### config.mk
export PLATFORM = sky130hd
export DESIGN_NAME = block_ram_arbiter_flat
export DESIGN_NICKNAME = d
export VERILOG_FILES = /design/src/rtl/block_ram_arbiter_pkg.sv /design/src/rtl/block_ram_arbiter_if.sv /design/src/rtl/block_ram_arbiter_read_tag_pipe.sv /design/src/rtl/block_ram_arbiter.sv /design/src/flat_wrapper.sv
export SDC_FILE = /design/constraint.sdc
export NUM_CORES = 1
export LEC_CHECK = 0
export CORE_MARGIN = 2
export CORE_UTILIZATION = 40
export CTS_BUF_LIST = sky130_fd_sc_hd__clkbuf_16
export DETAILED_ROUTE_END_ITERATION = 8
export HOLD_SLACK_MARGIN = 0.1
export PLACE_DENSITY = 0.76
export SYNTH_ARGS = -nofsm -noshare
export SYNTH_HDL_FRONTEND = slang
export SYNTH_HIERARCHICAL = 1
export SYNTH_SLANG_ARGS = --single-unit
### constraint.sdc
create_clock -name clk -period 1.31 [get_ports clk]
set_input_delay 0.3275 -clock clk [delete_from_list [all_inputs] [get_ports clk]]
set_output_delay 0.3275 -clock clk [all_outputs]
set_load 0.05 [all_outputs]
### src/rtl/block_ram_arbiter_pkg.sv
// Shared types for the two-port block RAM arbiter: requester identity and RAM command layout.
package block_ram_arb_pkg;

    localparam int RAM_ADDR_BITS_DEF = 13;
    localparam int RAM_WIDTH_DEF     = 8;

    typedef enum logic {
        OWNER_P0 = 1'b0,
        OWNER_P1 = 1'b1
    } owner_t;

    typedef struct packed {
        logic                         we;
        logic [RAM_ADDR_BITS_DEF-1:0] addr;
        logic [RAM_WIDTH_DEF-1:0]     wdata;
    } ram_cmd_t;

    // Round-robin tie-break: whoever did not own the RAM last time wins.
    function automatic owner_t other_owner(input owner_t o);
        return (o == OWNER_P0) ? OWNER_P1 : OWNER_P0;
    endfunction

endpackage

### src/rtl/block_ram_arbiter_if.sv
// Bundle of requester-side and RAM-side signals around the block RAM arbiter.
// slave = arbiter view, master = environment (requesters plus RAM) view.
interface block_ram_arbiter_if #(
    parameter int RAM_ADDR_BITS = 13,
    parameter int RAM_WIDTH     = 8
);
    logic                     p0_write_enable;
    logic                     p0_read_enable;
    logic [RAM_ADDR_BITS-1:0] p0_address;
    logic [RAM_WIDTH-1:0]     p0_write_data;
    logic [RAM_WIDTH-1:0]     p0_read_data;
    logic                     p0_read_valid;
    logic                     p0_overflow;

    logic                     p1_req;
    logic                     p1_write_enable;
    logic [RAM_ADDR_BITS-1:0] p1_address;
    logic [RAM_WIDTH-1:0]     p1_write_data;
    logic                     p1_gnt;
    logic [RAM_WIDTH-1:0]     p1_read_data;
    logic                     p1_read_valid;

    logic                     ram_write_enable;
    logic                     ram_read_enable;
    logic [RAM_ADDR_BITS-1:0] ram_address;
    logic [RAM_WIDTH-1:0]     ram_write_data;
    logic [RAM_WIDTH-1:0]     ram_read_data;

    modport slave (
        input  p0_write_enable, p0_read_enable, p0_address, p0_write_data,
        output p0_read_data, p0_read_valid, p0_overflow,
        input  p1_req, p1_write_enable, p1_address, p1_write_data,
        output p1_gnt, p1_read_data, p1_read_valid,
        output ram_write_enable, ram_read_enable, ram_address, ram_write_data,
        input  ram_read_data
    );

    modport master (
        output p0_write_enable, p0_read_enable, p0_address, p0_write_data,
        input  p0_read_data, p0_read_valid, p0_overflow,
        output p1_req, p1_write_enable, p1_address, p1_write_data,
        input  p1_gnt, p1_read_data, p1_read_valid,
        input  ram_write_enable, ram_read_enable, ram_address, ram_write_data,
        output ram_read_data
    );

endinterface

### src/rtl/block_ram_arbiter_read_tag_pipe.sv
// Purpose: delays {valid, owner} of each issued RAM read to line up with ram_read_data.
// Latency: DEPTH cycles from in_vld to out_vld.
// Backpressure: none; one entry per cycle, always shifts.
module read_tag_pipe
    import block_ram_arb_pkg::*;
#(
    parameter int DEPTH = 1
) (
    input  logic   clk,
    input  logic   rst_n,
    input  logic   in_vld,
    input  owner_t in_owner,
    output logic   out_vld,
    output owner_t out_owner
);

    logic [DEPTH-1:0] vld_q;
    owner_t           owner_q [DEPTH];

    always_ff @(posedge clk) begin
        if (!rst_n) begin
            vld_q <= '0;
            for (int i = 0; i < DEPTH; i++) begin
                owner_q[i] <= OWNER_P0;
            end
        end else begin
            vld_q[0]   <= in_vld;
            owner_q[0] <= in_owner;
            for (int i = 1; i < DEPTH; i++) begin
                vld_q[i]   <= vld_q[i-1];
                owner_q[i] <= owner_q[i-1];
            end
        end
    end

    assign out_vld   = vld_q[DEPTH-1];
    assign out_owner = owner_q[DEPTH-1];

endmodule

### src/rtl/block_ram_arbiter.sv
// Purpose: shares one single-port block RAM between a strobe port (p0) and a req/gnt port (p1).
// Latency: grant is combinational; p0 read returns 2+READ_LATENCY cycles after its strobe (+1 on lost tie).
// Backpressure: p1 waits on p1_gnt (max 1 cycle); p0 has a one-deep slot, excess strobes set p0_overflow.
module block_ram_arbiter
    import block_ram_arb_pkg::*;
#(
    parameter int RAM_ADDR_BITS = 13,
    parameter int RAM_WIDTH     = 8,
    parameter int READ_LATENCY  = 1
) (
    input logic                 clk,
    input logic                 rst_n,
    block_ram_arbiter_if.slave  bus
);

    typedef struct packed {
        logic                     we;
        logic [RAM_ADDR_BITS-1:0] addr;
        logic [RAM_WIDTH-1:0]     wdata;
    } cmd_t;

    cmd_t                     pend_cmd;
    logic                     pend_valid;
    owner_t                   last_owner;
    cmd_t                     p1_cmd;
    cmd_t                     sel_cmd;
    logic                     gnt_p0;
    logic                     gnt_p1;
    logic                     drive_en;
    logic                     p0_strobe;
    logic                     p0_accept;
    logic [RAM_ADDR_BITS-1:0] addr_q;
    logic [RAM_WIDTH-1:0]     wdata_q;
    logic                     overflow_q;
    logic [RAM_WIDTH-1:0]     p0_rd_data_q;
    logic                     p0_rd_vld_q;
    logic                     tag_in_vld;
    owner_t                   tag_in_owner;
    logic                     tag_out_vld;
    owner_t                   tag_out_owner;

    always_comb begin
        p1_cmd.we    = bus.p1_write_enable;
        p1_cmd.addr  = bus.p1_address;
        p1_cmd.wdata = bus.p1_write_data;

        gnt_p0 = pend_valid && (!bus.p1_req || other_owner(last_owner) == OWNER_P0);
        gnt_p1 = bus.p1_req && (!pend_valid || other_owner(last_owner) == OWNER_P1);

        sel_cmd = gnt_p0 ? pend_cmd : p1_cmd;
        // RAM stays quiet while held in reset even though p1_gnt may be asserted.
        drive_en = rst_n && (gnt_p0 || gnt_p1);

        p0_strobe = bus.p0_write_enable || bus.p0_read_enable;
        p0_accept = p0_strobe && (!pend_valid || gnt_p0);

        tag_in_vld   = drive_en && !sel_cmd.we;
        tag_in_owner = gnt_p0 ? OWNER_P0 : OWNER_P1;
    end

    always_ff @(posedge clk) begin
        if (!rst_n) begin
            pend_valid <= 1'b0;
            pend_cmd   <= '0;
            last_owner <= OWNER_P1;
            addr_q     <= '0;
            wdata_q    <= '0;
            overflow_q <= 1'b0;
        end else begin
            if (p0_accept) begin
                pend_valid     <= 1'b1;
                pend_cmd.we    <= bus.p0_write_enable;
                pend_cmd.addr  <= bus.p0_address;
                pend_cmd.wdata <= bus.p0_write_data;
            end else if (gnt_p0) begin
                pend_valid <= 1'b0;
            end

            if (p0_strobe && !p0_accept) begin
                overflow_q <= 1'b1;
            end

            if (gnt_p0) begin
                last_owner <= OWNER_P0;
            end else if (gnt_p1) begin
                last_owner <= OWNER_P1;
            end

            if (drive_en) begin
                addr_q  <= sel_cmd.addr;
                wdata_q <= sel_cmd.wdata;
            end
        end
    end

    read_tag_pipe #(
        .DEPTH (READ_LATENCY)
    ) u_read_tag_pipe (
        .clk       (clk),
        .rst_n     (rst_n),
        .in_vld    (tag_in_vld),
        .in_owner  (tag_in_owner),
        .out_vld   (tag_out_vld),
        .out_owner (tag_out_owner)
    );

    // p0 sees its data one cycle after the RAM presents it, held until the next p0 read.
    always_ff @(posedge clk) begin
        if (!rst_n) begin
            p0_rd_data_q <= '0;
            p0_rd_vld_q  <= 1'b0;
        end else begin
            p0_rd_vld_q <= tag_out_vld && (tag_out_owner == OWNER_P0);
            if (tag_out_vld && (tag_out_owner == OWNER_P0)) begin
                p0_rd_data_q <= bus.ram_read_data;
            end
        end
    end

    assign bus.p1_gnt           = gnt_p1;
    assign bus.ram_write_enable = drive_en && sel_cmd.we;
    assign bus.ram_read_enable  = drive_en && !sel_cmd.we;
    assign bus.ram_address      = drive_en ? sel_cmd.addr  : addr_q;
    assign bus.ram_write_data   = drive_en ? sel_cmd.wdata : wdata_q;

    assign bus.p1_read_data  = bus.ram_read_data;
    assign bus.p1_read_valid = rst_n && tag_out_vld && (tag_out_owner == OWNER_P1);

    assign bus.p0_read_data  = p0_rd_data_q;
    assign bus.p0_read_valid = p0_rd_vld_q;
    assign bus.p0_overflow   = overflow_q;

endmodule

### src/flat_wrapper.sv
// flat-port wrapper written by rule: the top's interface ports become plain ports
module block_ram_arbiter_flat import block_ram_arb_pkg::*;
#(
    parameter int RAM_ADDR_BITS = 13,
    parameter int RAM_WIDTH     = 8,
    parameter int READ_LATENCY  = 1
)
  (clk, rst_n, bus_p0_write_enable, bus_p0_read_enable, bus_p0_address, bus_p0_write_data, bus_p0_read_data, bus_p0_read_valid, bus_p0_overflow, bus_p1_req, bus_p1_write_enable, bus_p1_address, bus_p1_write_data, bus_p1_gnt, bus_p1_read_data, bus_p1_read_valid, bus_ram_write_enable, bus_ram_read_enable, bus_ram_address, bus_ram_write_data, bus_ram_read_data);
  block_ram_arbiter_if #(.RAM_ADDR_BITS(RAM_ADDR_BITS), .RAM_WIDTH(RAM_WIDTH)) bus_i ();
  input logic clk;
  input logic rst_n;
  input wire logic [$bits(bus_i.p0_write_enable)-1:0] bus_p0_write_enable;
  input wire logic [$bits(bus_i.p0_read_enable)-1:0] bus_p0_read_enable;
  input wire logic [$bits(bus_i.p0_address)-1:0] bus_p0_address;
  input wire logic [$bits(bus_i.p0_write_data)-1:0] bus_p0_write_data;
  output wire logic [$bits(bus_i.p0_read_data)-1:0] bus_p0_read_data;
  output wire logic [$bits(bus_i.p0_read_valid)-1:0] bus_p0_read_valid;
  output wire logic [$bits(bus_i.p0_overflow)-1:0] bus_p0_overflow;
  input wire logic [$bits(bus_i.p1_req)-1:0] bus_p1_req;
  input wire logic [$bits(bus_i.p1_write_enable)-1:0] bus_p1_write_enable;
  input wire logic [$bits(bus_i.p1_address)-1:0] bus_p1_address;
  input wire logic [$bits(bus_i.p1_write_data)-1:0] bus_p1_write_data;
  output wire logic [$bits(bus_i.p1_gnt)-1:0] bus_p1_gnt;
  output wire logic [$bits(bus_i.p1_read_data)-1:0] bus_p1_read_data;
  output wire logic [$bits(bus_i.p1_read_valid)-1:0] bus_p1_read_valid;
  output wire logic [$bits(bus_i.ram_write_enable)-1:0] bus_ram_write_enable;
  output wire logic [$bits(bus_i.ram_read_enable)-1:0] bus_ram_read_enable;
  output wire logic [$bits(bus_i.ram_address)-1:0] bus_ram_address;
  output wire logic [$bits(bus_i.ram_write_data)-1:0] bus_ram_write_data;
  input wire logic [$bits(bus_i.ram_read_data)-1:0] bus_ram_read_data;
  assign bus_i.p0_write_enable = bus_p0_write_enable;
  assign bus_i.p0_read_enable = bus_p0_read_enable;
  assign bus_i.p0_address = bus_p0_address;
  assign bus_i.p0_write_data = bus_p0_write_data;
  assign bus_p0_read_data = bus_i.p0_read_data;
  assign bus_p0_read_valid = bus_i.p0_read_valid;
  assign bus_p0_overflow = bus_i.p0_overflow;
  assign bus_i.p1_req = bus_p1_req;
  assign bus_i.p1_write_enable = bus_p1_write_enable;
  assign bus_i.p1_address = bus_p1_address;
  assign bus_i.p1_write_data = bus_p1_write_data;
  assign bus_p1_gnt = bus_i.p1_gnt;
  assign bus_p1_read_data = bus_i.p1_read_data;
  assign bus_p1_read_valid = bus_i.p1_read_valid;
  assign bus_ram_write_enable = bus_i.ram_write_enable;
  assign bus_ram_read_enable = bus_i.ram_read_enable;
  assign bus_ram_address = bus_i.ram_address;
  assign bus_ram_write_data = bus_i.ram_write_data;
  assign bus_i.ram_read_data = bus_ram_read_data;
  block_ram_arbiter #(.RAM_ADDR_BITS(RAM_ADDR_BITS), .RAM_WIDTH(RAM_WIDTH), .READ_LATENCY(READ_LATENCY)) u_core (.clk(clk), .rst_n(rst_n), .bus(bus_i));
endmodule
==> flow_metrics.env, run 1 <==
export IMPL_synth_avg_cell_area_sq_um=8.12
export IMPL_die_w_microns=85.2
export IMPL_status="finished, violations left"
export IMPL_critPathKind="flop to output pin"
export IMPL_insertion_delay_ns=0.33
export IMPL_synth_compound_area_share=0.241
export IMPL_max_slew_worst_pin_slew_ns=0.461
export IMPL_fin_area_sq_um=5600
export IMPL_finalCriticalPeriod_ns=2.04
export IMPL_grt_usage=0.331
export IMPL_cts_root_buffer="clkbuf_16"
export IMPL_antenna_found_initial=0
export IMPL_drv_cap=0
export IMPL_synthAdderAreaFrac=0
export IMPL_first_pass_iters=5
export IMPL_skew_ns=0.00647
export IMPL_fmaxAchievable_ghz=0.491
export IMPL_switching_share=0.330
export IMPL_io_pins=99
export IMPL_clk_pin_slew_worst_paths_ns=0.06
export IMPL_initial_core_util=0.416
export IMPL_syn_inst=325
export IMPL_end_kind="output pin"
export IMPL_overflow=0
export IMPL_worst_path_buf_inv=4
export IMPL_internal_power_mw=4.46
export IMPL_pwr_share_comb=0.329
export IMPL_dieHeight_microns=85.2
export IMPL_cts_buffers=9
export IMPL_grt_pass1_wl_microns=18100
export IMPL_ys_types=26
export IMPL_drt_wl_total_microns=14100
export IMPL_htreeDepth=3
export IMPL_switchingPower_mw=2.20
export IMPL_path_cells="buf_8 -> inv_4 -> buf_12 -> o21ai_2 -> a21oi_4 -> buf_6"
export IMPL_synth_top_family_by_area="compound AO/OA/AOI/OAI gates"
export IMPL_drive_gt1_frac=0.444
export IMPL_finalWeightedCongestion=0.758
export IMPL_synth_ff_type="dfxtp_1"
export IMPL_grt_max_degree=45
export IMPL_place_hpwl_microns=5960
export IMPL_ir_drop_uv=1410
export IMPL_synthToLayoutAreaGrowth_pct=112
export IMPL_syn_area_sq_um=2640
export IMPL_cts_tree="yes"
export IMPL_final_seq_area_sq_um=1150
export IMPL_multi_input_area_sq_um=2090
export IMPL_ant_nets=0
export IMPL_yosysWarnings=6
export IMPL_synth_xor_area_frac=0
export IMPL_io_buffers=98
export IMPL_synthSimpleGateAreaFrac=0.141
export IMPL_fin_setup_tns_ns=-24.10
export IMPL_relSlewSlack=0.693
export IMPL_violations="setup timing"
export IMPL_path_max_fanout=10
export IMPL_cpPeakStageDelay_ns=0.37
export IMPL_yosysSeqAreaShare=0.432
export IMPL_powerDensity_nw_per_um2=1190
export IMPL_finalPower_mw=6.66
export IMPL_cp_top_family="buffers and inverters"
export IMPL_num_vias=3432
export IMPL_finalNetCount=519
export IMPL_synth_seq_cells=57
export IMPL_finalHoldViolCount=0
export IMPL_clkSinkCount=57
export IMPL_syn_nets=381
export IMPL_antenna_cells=0
export IMPL_rsz0062_at_grt="true"
export IMPL_final_cell_mix="dfxtp_1 (53), nand2_1 (46), clkdlybuf4s50_1 (45), buf_6 (34), buf_12 (31)"
export IMPL_synth_edff_count=0
export IMPL_first_iter_violations=357
export IMPL_synthMuxAreaShare=0.110
export IMPL_nFillCells=245
export IMPL_finalSetupViolations=56
export IMPL_arrival_ns=1.71
export IMPL_hp_class="input pin to flop"
export IMPL_slew_viol_final=0
export IMPL_required_ns=0.98
export IMPL_placed_cell_area_sq_um=4440
export IMPL_startpoint_type="flop"
export IMPL_cpMaxStageDelayCell="dfxtp_4"
export IMPL_fin_crit_sh=1.56
export IMPL_grt_pass1_vias=3271
export IMPL_final_common_cell="dfxtp_1"
export IMPL_dp_slack_ns=-0.859
export IMPL_cts_max_path_buffers=2
export IMPL_wire_per_inst_microns=25.8
export IMPL_synthArstFlopShare=0
export IMPL_pwr_share_clk=0.375
export IMPL_core_area_sq_um=6350
export IMPL_core_rowCount=29
export IMPL_post_route_util=0.882
export IMPL_vias_per_cell=6.30
export IMPL_seqPwrFrac=0.297
export IMPL_post_route_worst_setup_slack_ns=-0.728
export IMPL_leakage_nw=2.21
export IMPL_holdBufCountCts=0
export IMPL_drc=0
export IMPL_dieArea_sq_um=7270
[worst reg2reg max path, cell delays in order (launching register included)]
cell,delay (ns)
dfxtp_4,0.38
and2b_4,0.25
buf_8,0.16
buf_6,0.13
a21oi_4,0.25
buf_6,0.16
buf_12,0.12
mux2i_1,0.25
[kinds of logic (layout without fill, tap and decap cells)]
logic type	Yosys count	count (layout)
flops	57	57
buf+inv	36	175
compound gates	116	118
mux	29	29
simple gates	87	89
[stage by stage]
| step | cells | hold WS, ns |
|---|---|---|
| global placement | 511 | 0.423 |
| detailed placement | 511 | 0.445 |
| global route | 545 | 0.369 |
| finish | 545 | 0.374 |
| CTS | 541 | 0.411 |
| floorplan | 325 | 0.413 |
[routing by layer]
| layer | track usage | share of wire |
|---|---|---|
| met3 | 0.0788 | 0.092 |
| met5 | 0 | 0 |
| met4 | 0.147 | 0.045 |
| met1 | 0.407 | 0.37 |
| met2 | 0.550 | 0.49 |
[sequential cells by signal (all words and copies together), names as in the netlist]
signal,count
u_core/wdata_q,8
u_core/u_read_tag_pipe/out_vld,1
u_core/pend_cmd,22
u_core/bus.p0_read_data,8
u_core/bus.p0_overflow,1
u_core/last_owner,1
u_core/bus.p0_read_valid,1
u_core/pend_valid,1
u_core/addr_q,13
u_core/u_read_tag_pipe/owner_q,1
[worst paths after layout]
check	cells after the start	to	start	slack, ns
worst min-delay path	3	u_core/last_owner	rst_n	0.37
worst max register to register	7	u_core/pend_cmd[3]	u_core/last_owner	-0.48
worst max-delay path	6	bus_ram_write_data[4]	u_core/pend_valid	-0.73
worst min register to register	2	u_core/pend_cmd[16]	u_core/pend_cmd[16]	0.47
[synth_stat cells (all sizes together) (9+ instances only)]
cell	instances	share of area
dfxtp	57	0.43
a21oi	46	0.091
nand2	46	0.065
o21ai	44	0.085
mux2i	29	0.11
nor2	24	0.034
buf	23	0.057
a31oi	21	0.050
clkbuf	12	0.017
nor2b	9	0.021
[layout make-up]
type,count,area share
inverter,1,0.00112
tap,77,0.0172
timing repair buffer,158,0.348
clock inverter,7,0.0152
clock buffer,9,0.0402
multi-input combinational,236,0.373
sequential,57,0.206
[power by group through the flow]
stage	Clock, mW	Combinational, mW	Sequential (mW)
floorplan	0	1.03	1.97
global placement	0	1.62	1.96
detailed placement	0	1.65	1.97
CTS	2.44	1.94	1.94
global route	2.59	2.24	1.97
finish	2.49	2.19	1.97
[repair_timing]
| item | CTS | global route |
|---|---|---|
| pin swaps | 8 | 18 |
| setup buffers | 15 | 16 |
| resized for setup | 91 | 56 |
| endpoints found under the setup margin | 77 | 67 |
| cloned | 9 | 3 |
Note: power is estimated with default switching activity, not from simulation.
==> inputs of run 2 (changes only) <==
CTS_CLUSTER_DIAMETER = 100   (was unset)
RECOVER_POWER = 25   (was unset)
==> run 2 against run 1 <==
The flow still finishes with violations (setup timing); flip-flop and latch count unchanged; first-iteration DRC count grew 7.8%; total power fell by 0.90%; final cell count did not move; via count rose by 0.23%; sequential power barely moved; clock skew is 0.00074 ns lower; fmax rose by 0.29%; critical path type unchanged; largest power group unchanged.
==> flow_metrics.env, run 2 (synthesis results as in run 1) <==
export IMPL_status="finished, violations left"
export IMPL_violations="setup timing"
export IMPL_finalPower_mw=6.60
export IMPL_internal_power_mw=4.41
export IMPL_relSlewSlack=0.559
export IMPL_finalCriticalPeriod_ns=2.03
export IMPL_clkSinkCount=57
export IMPL_grt_busiest_layer="met2"
export IMPL_hold_start="rst_n"
export IMPL_path_cells="buf_8 -> o21a_4 -> nor2_1 -> a21oi_4 -> buf_8"
export IMPL_cpMaxStageDelayCell="dfxtp_4"
export IMPL_vias_per_cell=6.31
export IMPL_post_route_util=0.858
export IMPL_path_max_fanout=11
export IMPL_max_slew_worst_pin_slew_ns=0.662
export IMPL_fin_crit_sh=1.55
export IMPL_drive_gt1_frac=0.442
export IMPL_antenna_found_initial=0
export IMPL_finalHoldViolCount=0
export IMPL_reg_top3="u_core/pend_cmd x22, u_core/addr_q x13"
export IMPL_powerDensity_nw_per_um2=1210
export IMPL_cpPeakStageDelay_ns=0.36
export IMPL_finalSetupViolations=56
export IMPL_core_area_sq_um=6350
export IMPL_first_pass_iters=7
export IMPL_final_cell_mix="dfxtp_1 (53), nand2_1 (46), clkdlybuf4s50_1 (45), buf_6 (34), buf_4 (29)"
export IMPL_num_vias=3440
export IMPL_startpoint_type="flop"
export IMPL_overflow=0
export IMPL_grt_met2_usage=0.550
export IMPL_grt_pass1_vias=3271
export IMPL_first_iter_violations=385
export IMPL_hp_class="input pin to flop"
export IMPL_largest_reg_flops=22
export IMPL_die_w_microns=85.2
export IMPL_rsz0062_at_grt="true"
export IMPL_pwr_share_clk=0.377
export IMPL_largest_register="u_core/pend_cmd"
export IMPL_ir_drop_uv=1410
export IMPL_finalNetCount=519
export IMPL_holdBufCountCts=0
export IMPL_slew_viol_final=0
export IMPL_skew_ns=0.00573
export IMPL_ant_nets=0
export IMPL_insertion_delay_ns=0.33
export IMPL_clk_pin_slew_worst_paths_ns=0.06
export IMPL_whs_ns=0.381
export IMPL_cts_tree="yes"
export IMPL_post_route_worst_setup_slack_ns=-0.722
export IMPL_io_pins=99
export IMPL_place_hpwl_microns=5960
export IMPL_arrival_ns=1.70
export IMPL_required_ns=0.98
export IMPL_leakage_nw=2.15
export IMPL_r2r_slack_ns=-0.50
export IMPL_hold_end="u_core/last_owner"
export IMPL_io_buffers=98
export IMPL_fmaxAchievable_ghz=0.492
export IMPL_r2r_end="u_core/pend_cmd[3]"
export IMPL_cts_max_path_buffers=2
export IMPL_drt_wl_total_microns=14000
export IMPL_core_rowCount=29
export IMPL_grt_max_degree=45
export IMPL_grt_use_met3=0.0788
export IMPL_switchingPower_mw=2.19
export IMPL_htreeDepth=3
export IMPL_switching_share=0.332
export IMPL_drc=0
export IMPL_dieArea_sq_um=7270
export IMPL_grt_usage=0.331
export IMPL_cts_root_buffer="clkbuf_16"
export IMPL_wire_per_inst_microns=25.8
export IMPL_antenna_cells=0
export IMPL_grt_pass1_wl_microns=18100
export IMPL_synthToLayoutAreaGrowth_pct=106
export IMPL_dp_slack_ns=-0.859
export IMPL_gr_usage_met1=0.407
export IMPL_timing_rr_start="u_core/last_owner"
export IMPL_pwr_share_comb=0.323
export IMPL_seqPwrFrac=0.299
export IMPL_final_common_cell="dfxtp_1"
export IMPL_end_kind="output pin"
export IMPL_cpMostUsedCell="buf_8"
export IMPL_finalWeightedCongestion=0.758
export IMPL_holdPathStages=3
export IMPL_cts_buffers=9
export IMPL_worstRegToRegCells=7
export IMPL_initial_core_util=0.416
export IMPL_critPathKind="flop to output pin"
export IMPL_dieHeight_microns=85.2
export IMPL_drv_cap=0
run 2: cell types whose count changed in the layout (fill, tap and decap cells not counted):
cell	before	now
buf_12	31	23
clkbuf_1	0	1
bufbuf_16	1	0
clkbuf_2	0	8
run 2: final cells by class:
cell class                      instances  area [sq um]
Multi-Input combinational cell        236          2090
Timing Repair Buffer                  158          1800
Sequential cell                        57          1150
Fill cell                             262           901
Clock buffer                            9           225
Tap cell                               77          96.3
Clock inverter                          7          85.1
Inverter                                1          6.26
run 2: how the worst max path moves through the flow:
stage | start | end | slack (ns) | depth (start not counted)
after floorplan | u_core/last_owner | bus_ram_address[2] | -0.21 | 4
after global placement | bus_p1_req | bus_ram_address[12] | -0.83 | 8
final | u_core/pend_valid | bus_ram_address[3] | -0.72 | 5
after detailed placement | bus_p1_req | bus_ram_write_data[7] | -0.86 | 6
after global routing | u_core/pend_valid | bus_ram_write_data[4] | -0.75 | 6
after CTS | u_core/pend_valid | bus_ram_write_data[1] | -0.72 | 8
run 2: repair_timing:
action,in CTS,in global routing
buffers inserted,15,16
gates resized for setup,91,56
cloned,9,3
endpoints found under the setup margin,77,67
pin swaps,8,18
run 2: critical path, delay by kind of cell (launching register included):
kind / cells / cell delay [ns]
buffers and inverters: 2 / 0.32
flip-flops: 1 / 0.36
AND/OR/NAND/NOR: 1 / 0.34
AO/OA/AOI/OAI: 2 / 0.35
run 2: power by group through the flow:
stage	logic [mW]	clock network [mW]	registers, mW
finish	2.13	2.49	1.97
global route	2.18	2.59	1.97
CTS	1.94	2.44	1.94
detailed placement	1.65	0	1.97
global placement	1.62	0	1.96
floorplan	1.03	0	1.97
run 2: stage by stage:
step	TNS, ns	cell area [sq um]	std cells
finish	-24.19	5450	545
global route	-25.39	5450	545
floorplan	-4.63	3100	325
global placement	-43.88	4440	511
detailed placement	-45.32	4440	511
CTS	-19.78	5320	541
run 2: routing by layer:
layer | vias to the layer above | routed length [microns]
li1 | 1416 | -
met4 | 0 | 765
met5 | - | 0
met1 | 1669 | 5380
met3 | 76 | 1170
met2 | 279 | 6730
==> inputs of run 3 (changes only) <==
CELL_PAD_IN_SITES_DETAIL_PLACEMENT = 1   (was unset)
CELL_PAD_IN_SITES_GLOBAL_PLACEMENT = 1   (was unset)
CORE_ASPECT_RATIO = 1.4   (was unset)
CORE_UTILIZATION = 28   (was 40)
PLACE_DENSITY = unset   (was 0.76)
PLACE_DENSITY_LB_ADDON = 0.1   (was unset)
==> run 3 against run 2 <==
The run still ends with setup timing left; die area is 41% higher; setup slack better by 0.082 ns; via count is 11% lower; highest routed layer unchanged.
==> flow_metrics.env, run 3 (synthesis results as in run 1) <==
export IMPL_startpoint_type="flop"
export IMPL_ant_nets=0
export IMPL_io_buffers=98
export IMPL_cts_tree="yes"
export IMPL_largest_register="u_core/pend_cmd"
export IMPL_wire_per_inst_microns=21.4
export IMPL_nFillCells=921
export IMPL_vias_per_cell=5.37
export IMPL_powerDensity_nw_per_um2=1100
export IMPL_drive_gt1_frac=0.419
export IMPL_leakage_nw=2.20
export IMPL_cp_top_family="flip-flops"
export IMPL_antenna_cells=0
export IMPL_final_cell_mix="dfxtp_1 (53), nand2_1 (46), clkdlybuf4s50_1 (45), buf_6 (32), buf_12 (31)"
export IMPL_grt_usage=0.220
export IMPL_fin_crit_sh=1.49
export IMPL_r2r_slack_ns=-0.48
export IMPL_largest_reg_flops=22
export IMPL_core_rowCount=41
export IMPL_fin_setup_tns_ns=-22.82
export IMPL_finalNetCount=516
export IMPL_die_w_microns=86.1
export IMPL_hold_end="u_core/last_owner"
export IMPL_post_route_util=0.615
export IMPL_path_cells="and2b_4 -> buf_12 -> o21ai_2 -> a21oi_4 -> buf_8"
export IMPL_status="finished, violations left"
export IMPL_required_ns=0.98
export IMPL_clkSinkCount=57
export IMPL_fmaxAchievable_ghz=0.513
export IMPL_cts_max_path_buffers=2
export IMPL_final_common_cell="dfxtp_1"
export IMPL_whs_ns=0.405
export IMPL_io_pins=99
export IMPL_initial_core_util=0.291
export IMPL_grt_pass1_wl_microns=17200
export IMPL_relSlewSlack=0.705
export IMPL_dieHeight_microns=119
export IMPL_finalHoldViolCount=0
export IMPL_drv_cap=0
export IMPL_path_max_fanout=7
export IMPL_critPathKind="flop to output pin"
export IMPL_skew_ns=0.00692
export IMPL_clk_pin_slew_worst_paths_ns=0.05
export IMPL_holdBufCountCts=0
export IMPL_num_vias=3071
export IMPL_hp_class="input pin to flop"
export IMPL_reg_top3="u_core/pend_cmd x22, u_core/addr_q x13"
export IMPL_cpPeakStageDelay_ns=0.36
export IMPL_cpMaxStageDelayCell="dfxtp_4"
export IMPL_ir_drop_uv=686
export IMPL_rsz0062_at_grt="true"
export IMPL_grt_max_degree=25
export IMPL_synthToLayoutAreaGrowth_pct=112
export IMPL_holdPathStages=3
export IMPL_placed_cell_area_sq_um=4490
export IMPL_finalPower_mw=6.12
export IMPL_cts_buffers=9
export IMPL_post_route_worst_setup_slack_ns=-0.640
export IMPL_finalWeightedCongestion=0.731
export IMPL_grt_pass1_vias=3207
export IMPL_final_cells=572
export IMPL_max_slew_worst_pin_slew_ns=0.443
export IMPL_dp_cells=540
export IMPL_fin_area_sq_um=5580
export IMPL_insertion_delay_ns=0.33
export IMPL_final_seq_area_sq_um=1150
export IMPL_antenna_found_initial=0
export IMPL_finalSetupViolations=49
export IMPL_cts_root_buffer="clkbuf_16"
export IMPL_drt_wl_total_microns=12200
export IMPL_first_iter_violations=99
export IMPL_dieArea_sq_um=10200
export IMPL_htreeDepth=3
export IMPL_end_kind="output pin"
export IMPL_core_area_sq_um=9080
export IMPL_multi_input_area_sq_um=2090
export IMPL_violations="setup timing"
export IMPL_dp_slack_ns=-1.04
export IMPL_place_hpwl_microns=6930
export IMPL_overflow=0
export IMPL_finalCriticalPeriod_ns=1.95
export IMPL_hold_start="rst_n"
export IMPL_slew_viol_final=0
export IMPL_drc=0
export IMPL_worst_path_buf_inv=2
export IMPL_r2r_end="u_core/pend_cmd[19]"
export IMPL_arrival_ns=1.62
export IMPL_worstRegToRegCells=8
export IMPL_timing_rr_start="u_core/last_owner"
export IMPL_first_pass_iters=4
run 3: changes by cell type in the layout (fill, tap and decap cells not counted), moves of 3 or more:
cell,change
o21ai_2,-7
buf_12,+8
nor2_1,+3
buf_4,-4
nor2_2,-3
o21ai_4,+5
clkbuf_2,-6
run 3: timing repair:
item / CTS / global route
gates cloned: 10 / 3
pin swaps: 14 / 11
endpoints found under the setup margin: 76 / 68
setup buffers: 7 / 9
resized for setup: 95 / 39
run 3: worst max-delay path by stage:
| stage | to | depth (start not counted) | slack (ns) | from |
|---|---|---|---|---|
| finish | bus_ram_address[3] | 5 | -0.64 | u_core/last_owner |
| global route | bus_ram_address[3] | 5 | -0.68 | u_core/last_owner |
| detailed placement | bus_ram_address[9] | 6 | -1.04 | bus_p1_req |
| floorplan | bus_ram_address[2] | 4 | -0.21 | u_core/last_owner |
| CTS | bus_ram_write_data[7] | 7 | -0.68 | u_core/pend_valid |
| global placement | bus_ram_address[9] | 6 | -1.01 | bus_p1_req |
run 3: power by group:
group	total (mW)	internal [mW]	switching, mW
sequential	1.96	1.86	0.103
clock	2.05	1.24	0.816
combinational	2.11	0.959	1.15
run 3: layout make-up:
cell class,instances,area share
multi-input combinational,237,0.375
clock inverter,7,0.00515
sequential,57,0.206
inverter,1,0.00157
tap,107,0.0240
clock buffer,9,0.0403
timing repair buffer,154,0.348
run 3: worst register-to-register path: stages, from the launching register on:
cell	delay, ns
dfxtp_4	0.38
and2b_2	0.27
buf_6	0.13
buf_6	0.10
buf_6	0.11
a21oi_4	0.23
buf_4	0.18
buf_16	0.12
mux2i_1	0.19
run 3: routing by layer:
layer	global-route usage	wire [microns]
met2	0.414	6740
met1	0.238	4440
met4	0.0823	500
met5	0	0
met3	0.0409	559
